<file path="src/rtl/cursor_step_ctrl.sv">
// Cursor up/down pushbutton conditioner: two-flop sync, per-button debounce,
// then single-cycle step pulses with hold-to-auto-repeat. Up and down are
// mutually exclusive; pressing both locks out all stepping until both release.
module cursor_step_ctrl #(
    parameter int unsigned DEBOUNCE_CYCLES = 1000000,
    parameter int unsigned REPEAT_DELAY    = 50000000,
    parameter int unsigned REPEAT_PERIOD   = 10000000
) (
    input  logic clk_fpga,
    input  logic rst_n,
    input  logic btn_up,
    input  logic btn_down,
    output logic step_up,
    output logic step_down,
    output logic up_held,
    output logic down_held
);

    localparam int unsigned CntW     = (DEBOUNCE_CYCLES > 1) ? $clog2(DEBOUNCE_CYCLES) : 1;
    localparam int unsigned TimerMax = (REPEAT_DELAY > REPEAT_PERIOD) ? REPEAT_DELAY
                                                                      : REPEAT_PERIOD;
    localparam int unsigned TimerW   = $clog2(TimerMax + 1);

    localparam logic [CntW-1:0]   CntLast     = CntW'(DEBOUNCE_CYCLES - 1);
    localparam logic [TimerW-1:0] TimerDelay  = TimerW'(REPEAT_DELAY);
    localparam logic [TimerW-1:0] TimerPeriod = TimerW'(REPEAT_PERIOD);
    localparam logic [TimerW-1:0] TimerOne    = TimerW'(1);

    typedef enum logic [1:0] {
        StIdle,
        StDelay,
        StRepeat,
        StLockout
    } state_e;

    // Index 0 is the up button, index 1 the down button.
    logic [1:0] btn_raw;
    logic [1:0] sync1_q, sync2_q;
    logic [1:0] stable_q, stable_d;
    logic [1:0] held_q;
    logic [1:0][CntW-1:0] cnt_q, cnt_d;

    state_e              state_q, state_d;
    logic                dir_q, dir_d;        // latched direction: 0 = up, 1 = down
    logic [TimerW-1:0]   timer_q, timer_d;
    logic                step_up_q, step_up_d;
    logic                step_down_q, step_down_d;
    logic                latched_lvl;
    logic                other_lvl;
    logic                expire;

    assign btn_raw = {btn_down, btn_up};

    // Two-flop synchronizer for the asynchronous button inputs.
    always_ff @(posedge clk_fpga or negedge rst_n) begin
        if (!rst_n) begin
            sync1_q <= '0;
            sync2_q <= '0;
        end else begin
            sync1_q <= btn_raw;
            sync2_q <= sync1_q;
        end
    end

    // Debounce: stable flips only after the synced level has differed long enough.
    always_comb begin
        stable_d = stable_q;
        cnt_d    = '0;
        for (int i = 0; i < 2; i++) begin
            if (sync2_q[i] != stable_q[i]) begin
                if (cnt_q[i] == CntLast) begin
                    stable_d[i] = ~stable_q[i];
                end else begin
                    cnt_d[i] = cnt_q[i] + CntW'(1);
                end
            end
        end
    end

    // Debounce state plus registered copy of the stable levels.
    always_ff @(posedge clk_fpga or negedge rst_n) begin
        if (!rst_n) begin
            stable_q <= '0;
            cnt_q    <= '0;
            held_q   <= '0;
        end else begin
            stable_q <= stable_d;
            cnt_q    <= cnt_d;
            held_q   <= stable_q;
        end
    end

    // Step FSM next-state, shared repeat timer and pulse requests.
    always_comb begin
        state_d     = state_q;
        dir_d       = dir_q;
        timer_d     = timer_q;
        step_up_d   = 1'b0;
        step_down_d = 1'b0;
        latched_lvl = dir_q ? held_q[1] : held_q[0];
        other_lvl   = dir_q ? held_q[0] : held_q[1];
        expire      = (timer_q == TimerOne);

        case (state_q)
            StIdle: begin
                timer_d = '0;
                if (held_q[0] && held_q[1]) begin
                    state_d = StLockout;
                end else if (held_q[0]) begin
                    step_up_d = 1'b1;
                    dir_d     = 1'b0;
                    timer_d   = TimerDelay;
                    state_d   = StDelay;
                end else if (held_q[1]) begin
                    step_down_d = 1'b1;
                    dir_d       = 1'b1;
                    timer_d     = TimerDelay;
                    state_d     = StDelay;
                end
            end
            StDelay, StRepeat: begin
                if (!latched_lvl) begin
                    timer_d = '0;
                    state_d = StIdle;
                end else if (other_lvl) begin
                    // Conflict beats a same-cycle expiry.
                    timer_d = '0;
                    state_d = StLockout;
                end else if (expire) begin
                    step_up_d   = ~dir_q;
                    step_down_d = dir_q;
                    timer_d     = TimerPeriod;
                    state_d     = StRepeat;
                end else begin
                    timer_d = timer_q - TimerOne;
                end
            end
            StLockout: begin
                timer_d = '0;
                if (held_q == 2'b00) begin
                    state_d = StIdle;
                end
            end
            default: begin
                timer_d = '0;
                state_d = StIdle;
            end
        endcase
    end

    // FSM state, timer and registered step outputs.
    always_ff @(posedge clk_fpga or negedge rst_n) begin
        if (!rst_n) begin
            state_q     <= StIdle;
            dir_q       <= 1'b0;
            timer_q     <= '0;
            step_up_q   <= 1'b0;
            step_down_q <= 1'b0;
        end else begin
            state_q     <= state_d;
            dir_q       <= dir_d;
            timer_q     <= timer_d;
            step_up_q   <= step_up_d;
            step_down_q <= step_down_d;
        end
    end

    assign step_up   = step_up_q;
    assign step_down = step_down_q;
    assign up_held   = held_q[0];
    assign down_held = held_q[1];

endmodule

</file>
<file path="config.mk">
export PLATFORM = sky130hd
export DESIGN_NAME = cursor_step_ctrl
export DESIGN_NICKNAME = d
export VERILOG_FILES = /design/src/rtl/cursor_step_ctrl.sv
export SDC_FILE = /design/constraint.sdc
export NUM_CORES = 1
export LEC_CHECK = 0
export CORE_MARGIN = 2
export CORE_UTILIZATION = 35
export DETAILED_ROUTE_END_ITERATION = 8
export PLACE_DENSITY = 0.52
export SYNTH_ARGS = -nofsm -noshare
export SYNTH_HDL_FRONTEND = slang
export SYNTH_SLANG_ARGS = --single-unit
</file>
<file path="constraint.sdc">
create_clock -name clk_fpga -period 3.3 [get_ports clk_fpga]
set_input_delay 0.33 -clock clk_fpga [delete_from_list [all_inputs] [get_ports clk_fpga]]
set_output_delay 0.33 -clock clk_fpga [all_outputs]
set_load 0.01 [all_outputs]
</file>
# ---- Word-level counts from Yosys, hierarchy flattened
# Cells that the tools add are included.
dict set report word_totals {
  ff_bits 79
  latch_bits 0
  ram_bits 0
  romBits 0
  in_bits 4
  output_inout_bits 4
  memories 0
}
dict set report op_classes {
  n_addsub 3
  n_mul 0
  div 0
  magnitude_cmp 0
  n_eq_ne 11
  n_shift 0
  n_mux 36
  n_bitwise 4
  reduce_logical 9
}
# operator count
set op_table {}
lappend op_table {{26-bit 2-to-1 mux} 6}
lappend op_table {{20-bit 2-to-1 mux} 4}
lappend op_table {{26-bit case mux with 3 select lines} 1}
lappend op_table {{20-bit by 1-bit adder with 20-bit output (second input constant)} 2}
lappend op_table {{20-bit == test (second input constant)} 2}
lappend op_table {{26-bit by 1-bit == test with 1-bit output (second input constant)} 1}
lappend op_table {{26-bit by 1-bit subtractor with 26-bit output (second input constant)} 1}
lappend op_table {{1-bit 2-to-1 mux} 15}
lappend op_table {{2-bit 2-to-1 mux} 7}
lappend op_table {{4-bit != test (second input constant)} 2}
lappend op_table {{2-bit case mux with 3 select lines} 1}
lappend op_table {{3-bit AND reduction} 2}
lappend op_table {{2-bit == test (second input constant)} 2}
lappend op_table {{2-bit zero test} 2}
lappend op_table {{1-bit inverter} 4}
lappend op_table {{1-bit case mux with 2 select lines} 2}
lappend op_table {{2-bit AND reduction} 2}
lappend op_table {{2-bit by 1-bit == test with 1-bit output (second input constant)} 1}
lappend op_table {{1-bit != test} 2}
lappend op_table {{2-bit != test (second input constant)} 1}
lappend op_table {{2-bit nonzero test} 1}
lappend op_table {{2-bit OR reduction} 1}
lappend op_table {{1-bit logical AND} 1}

# ---- Logic depth before layout (Yosys ltp)
# Gate-level depths: netlist (run 1).
dict set report depth {
  depth_word 5
  ltp_mapped 9
}

# ---- Least setup slack after synthesis (run 1)
# No wires, ideal clock.
dict set report synth_timing {
  kind {register to register}
  start {reg timer_q[10]}
  end {reg timer_q[23]}
  arrival_time_ps 1918
  t_required_ps 3163
  setup_slack_ps 1246
  stages_incl_launch_ff 7
  synth_period_minus_slack_ps 2054
  path_cell_list {dfrtp_1 > or4_4 > or4_4 > buf_6 > o21ai_1 > nor3b_1 > o21ai_1}
}
dict set report synth_via {
  elab_chain_cells 5
}
# element line_no
set synth_rtl {}
lappend synth_rtl {{start: declaration} 45} ;# logic [TimerW-1:0] timer_q, timer_d;
lappend synth_rtl {{start signal: assignment} 162} ;# timer_q <= timer_d;
lappend synth_rtl {{26-bit by 1-bit subtractor with 26-bit output / 26-bit by 1-bit == test with 1-bit output (equally long branches)} {135, 102}}
lappend synth_rtl {{26-bit 2-to-1 mux *} 129} ;# end else if (expire) begin
lappend synth_rtl {{26-bit 2-to-1 mux *} 125} ;# end else if (other_lvl) begin
lappend synth_rtl {{26-bit 2-to-1 mux *} 122} ;# if (!latched_lvl) begin
lappend synth_rtl {{26-bit case mux with 3 select lines *} 104} ;# case (state_q)
lappend synth_rtl {{named net timer_d[23]} 45}
# Mark *: on every way through the listed nets, which the timed path passes. The rest lies on a longest branch.
# A chain may end at the register's enable or synchronous reset.

# ---- Worst setup path after layout (run 1)
dict set report layout_timing {
  start {reg timer_q[14]}
  end {reg state_q[1]}
}
dict set report layout_via {
  elab_chain_cells 3
}
# element line_no
set layout_rtl {}
lappend layout_rtl {{26-bit by 1-bit == test with 1-bit output} 102} ;# expire = (timer_q == TimerOne);
lappend layout_rtl {{4-bit != test (no line)} -}
lappend layout_rtl {{3-bit AND reduction (no line)} -}
lappend layout_rtl {{end signal: assignment} 154} ;# state_q <= StIdle;
lappend layout_rtl {{end signal: assignment} 160} ;# state_q <= state_d;
lappend layout_rtl {{end: declaration} 43} ;# state_e state_q, state_d;
# No other way between the ends.

==> metrics.md, run 1 <==
| Metric | Value |
|---|---|
| Cells after Synth | `between 300 and 400` |
| CTS H-tree depth | `3` |
| Initial DRC count | `about 110` |
| Worst Path Buf+Inv | `0` |
| First-pass DRT Iterations | `4` |
| EDFF count, synth | `0` |
| Cell Area, Synth | `approximately 4000 sq um` |
| DRC violations left | `0` |
| Post-CTS setup buffer count | `0` |
| Yosys warning count | `0` |
| Initial Util | `between 30% and 40%` |
| Vias per cell | `between 5 and 6` |
| I/O pin count | `8` |
| Core Area | `approximately 11000 sq um` |
| Simple-gate share of the synthesized area | `25.6%` |
| Fin. max-slew vios | `0` |
| CTS resizes | `0` |
| CTS tree | `done` |
| Hpwl dp | `between 4 and 5 mm` |
| Yosys top cell by area | `dfrtp_1` |
| Flops & latches, synth | `79` |
| Unrepaired setup endpoints after global routing | `false` |
| CTS Buf Count | `9` |
| Vias post-DR | `about 2700` |
| IO Port Bufs | `7` |
| Max cap viols | `0` |
| Multi-input gate area in the final layout | `1840 sq um` |
| Clock Skew | `between 6 and 7 ps` |
| CP startpoint | `timer_q[14]` |
| Layout cells sized above 1 | `8.19%` |
| Crit path largest cell delay | `530 ps` |
| Asr flop ratio synth | `100%` |
| GRT Residual Overflow | `0` |
| Antenna cells | `0` |
| Top Family by Delay on Critical Path | `simple AND/OR/NAND/NOR gates` |
| Internal | `around 1.4 mW` |
| Die Area | `approximately 12000 sq um` |
| Number of antenna violations at the first check in global routing | `0` |
| Synth Area in Compound Gates | `4.66%` |
| Worst Max-Slew Pin Slew | `~1000 ps` |
| Worst path cell trace | `or3_1, nand2b_1, nor4_4, o21ai_0, mux2_2` |
| Min cycle time layout | `2400 ps` |
| Worst-path clk slew | `80 ps` |
| Placer congestion estimate | `about 0.77` |
| Rows | `38` |
| VDD IR-drop max | `between 0.2 and 0.25 mV` |
| Mapped Nets | `just over 400` |
| Sw Ratio | `around 22%` |
| Slew Limit Headroom | `34.9%` |
| Status | `complete, no violations` |
| Hold Fails Final Rpt | `0` |
| Die W | `110 um` |
| Distinct cell type count after synthesis | `44` |
| Latest clock arrival within the worst-skew pair | `between 300 and 400 ps` |
| NetSw | `roughly 390 uW` |
| Most frequent cells after synthesis | `dfrtp_1, nor2_1, xnor2_1` |
| First-pass GRT wire length | `roughly 13 mm` |
| Main synth FF type | `dfrtp_1` |
| Largest net degree at the start of global routing | `80` |
| GRT Total Usage | `between 10% and 20%` |
| Post-synthesis adder-cell area fraction | `under 10%` |
| WL/cell | `13.2 um` |
| Fmax | `0.416 GHz` |
| Critical Path RT | `between 3000 and 4000 ps` |
| Lkg Pwr | `1.96 nW` |
| Seq. cell area | `~2000 sq um` |
| CTS max path bufs | `2` |
| Setup TNS | `0 ps` |
| DP Worst Slack | `between 900 and 1000 ps` |
| Nets@finish | `412` |
| Post-route ant nets | `0` |
| Root buffer cell | `clkbuf_8` |
| Total wire length | `between 7 and 8 mm` |
| Critical path type | `reg2reg` |
| Period utilisation layout | `between 70% and 80%` |
| Die H | `between 100 and 150 um` |
| Hold buffer count at CTS | `0` |
| XOR/XNOR Fraction of Synth Area | `about an eighth` |
| Area grow syn2layout | `10.0%` |
| Syn Area/Cell | `10.0 sq um` |
| Clk pwr share | `roughly 43%` |
| Register-to-Register Path Depth | `5` |
| Power Density | `416 nW/um^2` |
| CP endpoint kind | `flop` |
| Setup Viol. Count Final | `0` |
| Worst flop-to-flop path endpoint | `state_q[1]` |
| Top-area cell type share of the netlist area | `roughly 50%` |
| Combinational family with the most area after synthesis | `simple AND/OR/NAND/NOR gates` |
| RR Startpoint | `timer_q[14]` |
| Portion of netlist area occupied by mux cells | `around 1.1%` |
| Max FO, Critical Path | `10` |
| CP startpoint kind | `flop` |
| Fill count | `between 1000 and 1500` |
| Sequential power share | `54.7%` |
| WP depth | `5` |
| Slowest CP cell | `nor4_4` |
| Top post-synthesis cells by area | `dfrtp_1, xnor2_1, nor2_1` |
| Worst reg2reg setup slack | `roughly 900 ps` |
| Combinational share of power | `around 2.3%` |
| Number of global-route vias before repair | `~2700` |
| Share of the yosys chip area belonging to registers | `50.4%` |
| CP endpoint | `state_q[1]` |
| Hold/Removal Path Class | `in2async` |
| Clock sinks | `79` |
| Worst setup margin | `between 800 and 900 ps` |
| Most numerous cell in the Yosys netlist | `dfrtp_1` |
| Crit path DAT | `between 2000 and 3000 ps` |
[flip-flops by register name, summed over array words and instances, names as in the netlist]
signal,cells
step_down,1
stable_q,2
sync1_q,2
step_up,1
state_q,2
cnt_q,40
held_q,2
sync2_q,2
dir_q,1
timer_q,26
[power groups by stage]
stage / Combinational [mW] / Sequential, mW / Clock, mW
after floorplan: 0.0177 / 1.00 / 0
after global placement: 0.0432 / 1.00 / 0
after detailed placement: 0.0441 / 1.00 / 0
after CTS: 0.0440 / 0.984 / 0.808
after global routing: 0.0497 / 0.986 / 0.851
final: 0.0411 / 0.984 / 0.773
[how the worst min path moves through the flow]
stage                  to  startpoint  cells past startpoint
6_report       timer_q[5]       rst_n                      1
5_1_grt        timer_q[8]       rst_n                      1
4_1_cts        timer_q[5]       rst_n                      1
3_5_place_dp   sync2_q[1]  sync1_q[1]                      0
3_3_place_gp   sync2_q[1]  sync1_q[1]                      0
2_1_floorplan    cnt_q[0]       rst_n                      0
[cell families (layout without fill, tap and decap cells)]
logic type | after synthesis | count (layout)
adders and majority gates | 10 | 10
DFF | 79 | 79
xor gates and xnor gates | 55 | 55
AOI/OAI and AO/OA | 32 | 32
muxes | 4 | 4
buffers and inverters | 23 | 34
and+or+nand+nor | 189 | 189
[area by class of cell]
cell class	count	area share (%)
clock buffers	10	2.96
clock inverters	6	1.97
inverters	10	0.870
multi-input cells	290	42.6
flip-flops and latches	79	45.8
well taps	140	4.06
repair buffers	8	1.74
[routing by layer]
layer  up-vias  part of all wire [%]  GRT usage, %
met2        21                    46          20.9
met5         -                     0             0
met4         0                  0.91          3.35
li1       1359                     -             -
met1      1336                    50          18.3
met3         5                   3.2          4.80
[per-stage QoR]
step | hold slack (ps) | util [%] | total power, mW | instance area (sq um) | instances
final | 120 | 39.6 | 1.80 | 4320 | 543
after global routing | 212 | 39.6 | 1.89 | 4320 | 543
after CTS | 180 | 39.6 | 1.84 | 4320 | 543
after detailed placement | 335 | 37.7 | 1.05 | 4100 | 527
after global placement | 334 | 37.7 | 1.05 | 4100 | 527
after floorplan | 34.4 | - | 1.02 | 3920 | 392
[layout by cell type, fill, tap and decap left out, types with 2 or more instances in the layout]
cell / netlist / routed
o21ai_0: 13 / 13
or2_2: 3 / 3
nand3_1: 21 / 21
clkinv_2: 0 / 2
or4_4: 3 / 3
inv_1: 10 / 10
o211ai_1: 2 / 2
clkinvlp_4: 0 / 2
nand4b_1: 3 / 3
clkdlybuf4s50_1: 0 / 6
nor2_2: 2 / 2
bufinv_16: 0 / 2
nor4_1: 14 / 14
and4_1: 4 / 4
nor3b_1: 4 / 4
dfrtp_1: 79 / 79
clkbuf_8: 0 / 9
nor4b_1: 2 / 2
nand4_1: 7 / 7
nand2b_1: 3 / 3
or3_1: 4 / 4
mux2_2: 3 / 3
xnor2_1: 29 / 29
nor2_1: 61 / 61
nor3_1: 13 / 13
o21ai_1: 6 / 6
and3_1: 11 / 11
buf_4: 1 / 2
xor2_1: 26 / 26
ha_1: 10 / 10
a21oi_1: 6 / 6
nand2_1: 27 / 27
Power figures use the tool's default switching activity.
==> inputs of run 2 (changes only) <==
Clock period 3.3 ns to 2.3 ns, I/O delays scaled along.
==> metrics.md, run 2 (synthesis gave the netlist of run 1 again) <==
| Metric | Value |
|---|---|
| Die Area | `12100 sq um (unchanged)` |
| CTS max path bufs | `2 (unchanged)` |
| Final Core Density | `40.9% (+1.2 points)` |
| Clock sinks | `79 (unchanged)` |
| Hold Fails Final Rpt | `0 (unchanged)` |
| Final instance area | `4450 sq um (+3.1%)` |
| IO Port Bufs | `7 (unchanged)` |
| Max FO, Critical Path | `9 (-1)` |
| Commonest cells after routing, fill and taps aside | `dfrtp_1, nor2_1, xnor2_1` |
| Nets@finish | `423 (+2.7%)` |
| Clock Skew | `7.43 ps (+1.42 ps)` |
| I/O pin count | `8 (unchanged)` |
| Worst reg2reg setup slack | `180 ps (-710 ps)` |
| Largest net degree at the start of global routing | `38 (-53%)` |
| DRC violations left | `0 (unchanged)` |
| Number of antenna violations at the first check in global routing | `0 (unchanged)` |
| Worst hold start | `btn_up` |
| Placer congestion estimate | `0.794 (+2.8%)` |
| First-pass DRT Iterations | `4 (unchanged)` |
| Worst setup margin | `183 ps (-714 ps)` |
| Post-CTS setup buffer count | `0 (unchanged)` |
| Total wire length | `7.26 mm (+1.3%)` |
| Worst-path clk slew | `80 ps (about the same)` |
| Rows | `38 (unchanged)` |
| Top Family by Delay on Critical Path | `simple AND/OR/NAND/NOR gates` |
| Worst path cell trace | `or4_4, or4_4, o21ai_1, nor3b_1, o21ai_1` |
| Hold Slack | `309 ps (+189 ps)` |
| Largest registers | `cnt_q x40, timer_q x26` |
| CP startpoint kind | `flop` |
| Hold Path Depth | `1` |
| Crit path largest cell delay | `620 ps (+90 ps)` |
| Lkg Pwr | `2.04 nW (+4.0%)` |
| Slew Limit Headroom | `64.4% (+29 points)` |
| Fin. max-slew vios | `0 (unchanged)` |
| Min cycle time layout | `2120 ps (-286 ps)` |
| Slowest CP cell | `or4_4` |
| Initial Util | `36.0% (unchanged)` |
| Die W | `110 um (unchanged)` |
| Vias post-DR | `2698 (-0.85%)` |
| Crit path DAT | `2330 ps (-310 ps)` |
| Critical path type | `reg2reg` |
| CP endpoint kind | `flop` |
| Register-to-Register Path Depth | `5 (unchanged)` |
| Period utilisation layout | `92.0% (+19 points)` |
| WL/cell | `13.1 um (-0.71%)` |
| Most common cell after layout, fill and taps aside | `dfrtp_1` |
| Unrepaired setup endpoints after global routing | `false` |
| VDD IR-drop max | `0.425 mV (+76%)` |
| CTS Buf Count | `9 (unchanged)` |
| Core Area | `10900 sq um (unchanged)` |
| Critical Path RT | `2520 ps (-1020 ps)` |
| Worst Path Buf+Inv | `0 (unchanged)` |
| Initial DRC count | `140 (+23%)` |
| DP Worst Slack | `189 ps (-725 ps)` |
| Hpwl dp | `5.05 mm (+5.1%)` |
| Max cap viols | `0 (unchanged)` |
| Antenna cells | `0 (unchanged)` |
| Worst flop-to-flop path endpoint | `timer_q[23]` |
| Hold/Removal Path Class | `in2reg` |
| CTS H-tree depth | `3 (unchanged)` |
| Power Density | `631 nW/um^2 (+52%)` |
| Root buffer cell | `clkbuf_8` |
| Post-route ant nets | `0 (unchanged)` |
| Vias per cell | `4.87 (-2.8%)` |
| Layout cells sized above 1 | `10.4% (+2.2 points)` |
| Biggest register | `cnt_q` |
| Area grow syn2layout | `13.4%` |
| DP Area | `4180 sq um (+1.8%)` |
| Fmax | `0.472 GHz (+14%)` |
| Hold path endpoint | `sync1_q[0]` |
| Die H | `110 um (unchanged)` |
| Number of global-route vias before repair | `2800 (+2.8%)` |
| GRT Residual Overflow | `0 (unchanged)` |
| Largest register FFs | `40 (unchanged)` |
| RR Startpoint | `timer_q[9]` |
| Worst Max-Slew Pin Slew | `530 ps (-446 ps)` |
| CTS tree | `done` |
| Setup TNS | `0 ps (unchanged)` |
| Setup Viol. Count Final | `0 (unchanged)` |
| Latest clock arrival within the worst-skew pair | `350 ps (about the same)` |
| GRT Total Usage | `13.9% (+0.27 points)` |
| Status | `complete, no violations` |
| First-pass GRT wire length | `13.1 mm (+2.4%)` |
run 2: worst reg2reg max path, stage by stage, from the launching register on:
cell and delay (ps):
dfrtp_1 420, or4_4 530, or4_4 620, o21ai_1 160
nor3b_1 190, o21ai_1 70
run 2: worst max path at each step:
stage | start | end | slack [ps] | depth (start not counted)
after global placement | timer_q[10] | timer_q[23] | 200 | 5
after CTS | timer_q[9] | timer_q[23] | 180 | 5
after global routing | timer_q[10] | timer_q[15] | 50 | 5
after detailed placement | timer_q[9] | timer_q[23] | 190 | 5
after floorplan | timer_q[10] | timer_q[23] | 250 | 6
final | timer_q[9] | timer_q[23] | 180 | 5
run 2: timing repair:
action	4_1_cts	5_1_grt
hold buffers	1	0
endpoints found under the hold margin	34	0
resized for setup	0	0
run 2: report_power, final:
part,internal (mW),switching [mW]
Sequential,1.40,0.0117
Clock,0.829,0.500
Combinational,0.0198,0.0465
run 2: layout make-up:
| type | count | area (sq um) |
|---|---|---|
| Clock inverter | 6 | 133 |
| Fill cell | 1064 | 6440 |
| Timing Repair Buffer | 19 | 160 |
| Clock buffer | 10 | 128 |
| Tap cell | 140 | 175 |
| Multi-Input combinational cell | 290 | 1840 |
| Inverter | 10 | 37.5 |
| Sequential cell | 79 | 1980 |
run 2: metal layers:
metal | share of wire [%] | track usage [%]
met1 | 51 | 18.4
met2 | 45 | 21.7
met3 | 3.1 | 4.62
met4 | 1.1 | 3.53
met5 | 0 | 0
run 2: through the flow:
stage | std cells | power [mW]
after floorplan | 392 | 1.46
after global placement | 537 | 1.51
after detailed placement | 537 | 1.51
after CTS | 554 | 2.86
after global routing | 554 | 2.93
final | 554 | 2.81
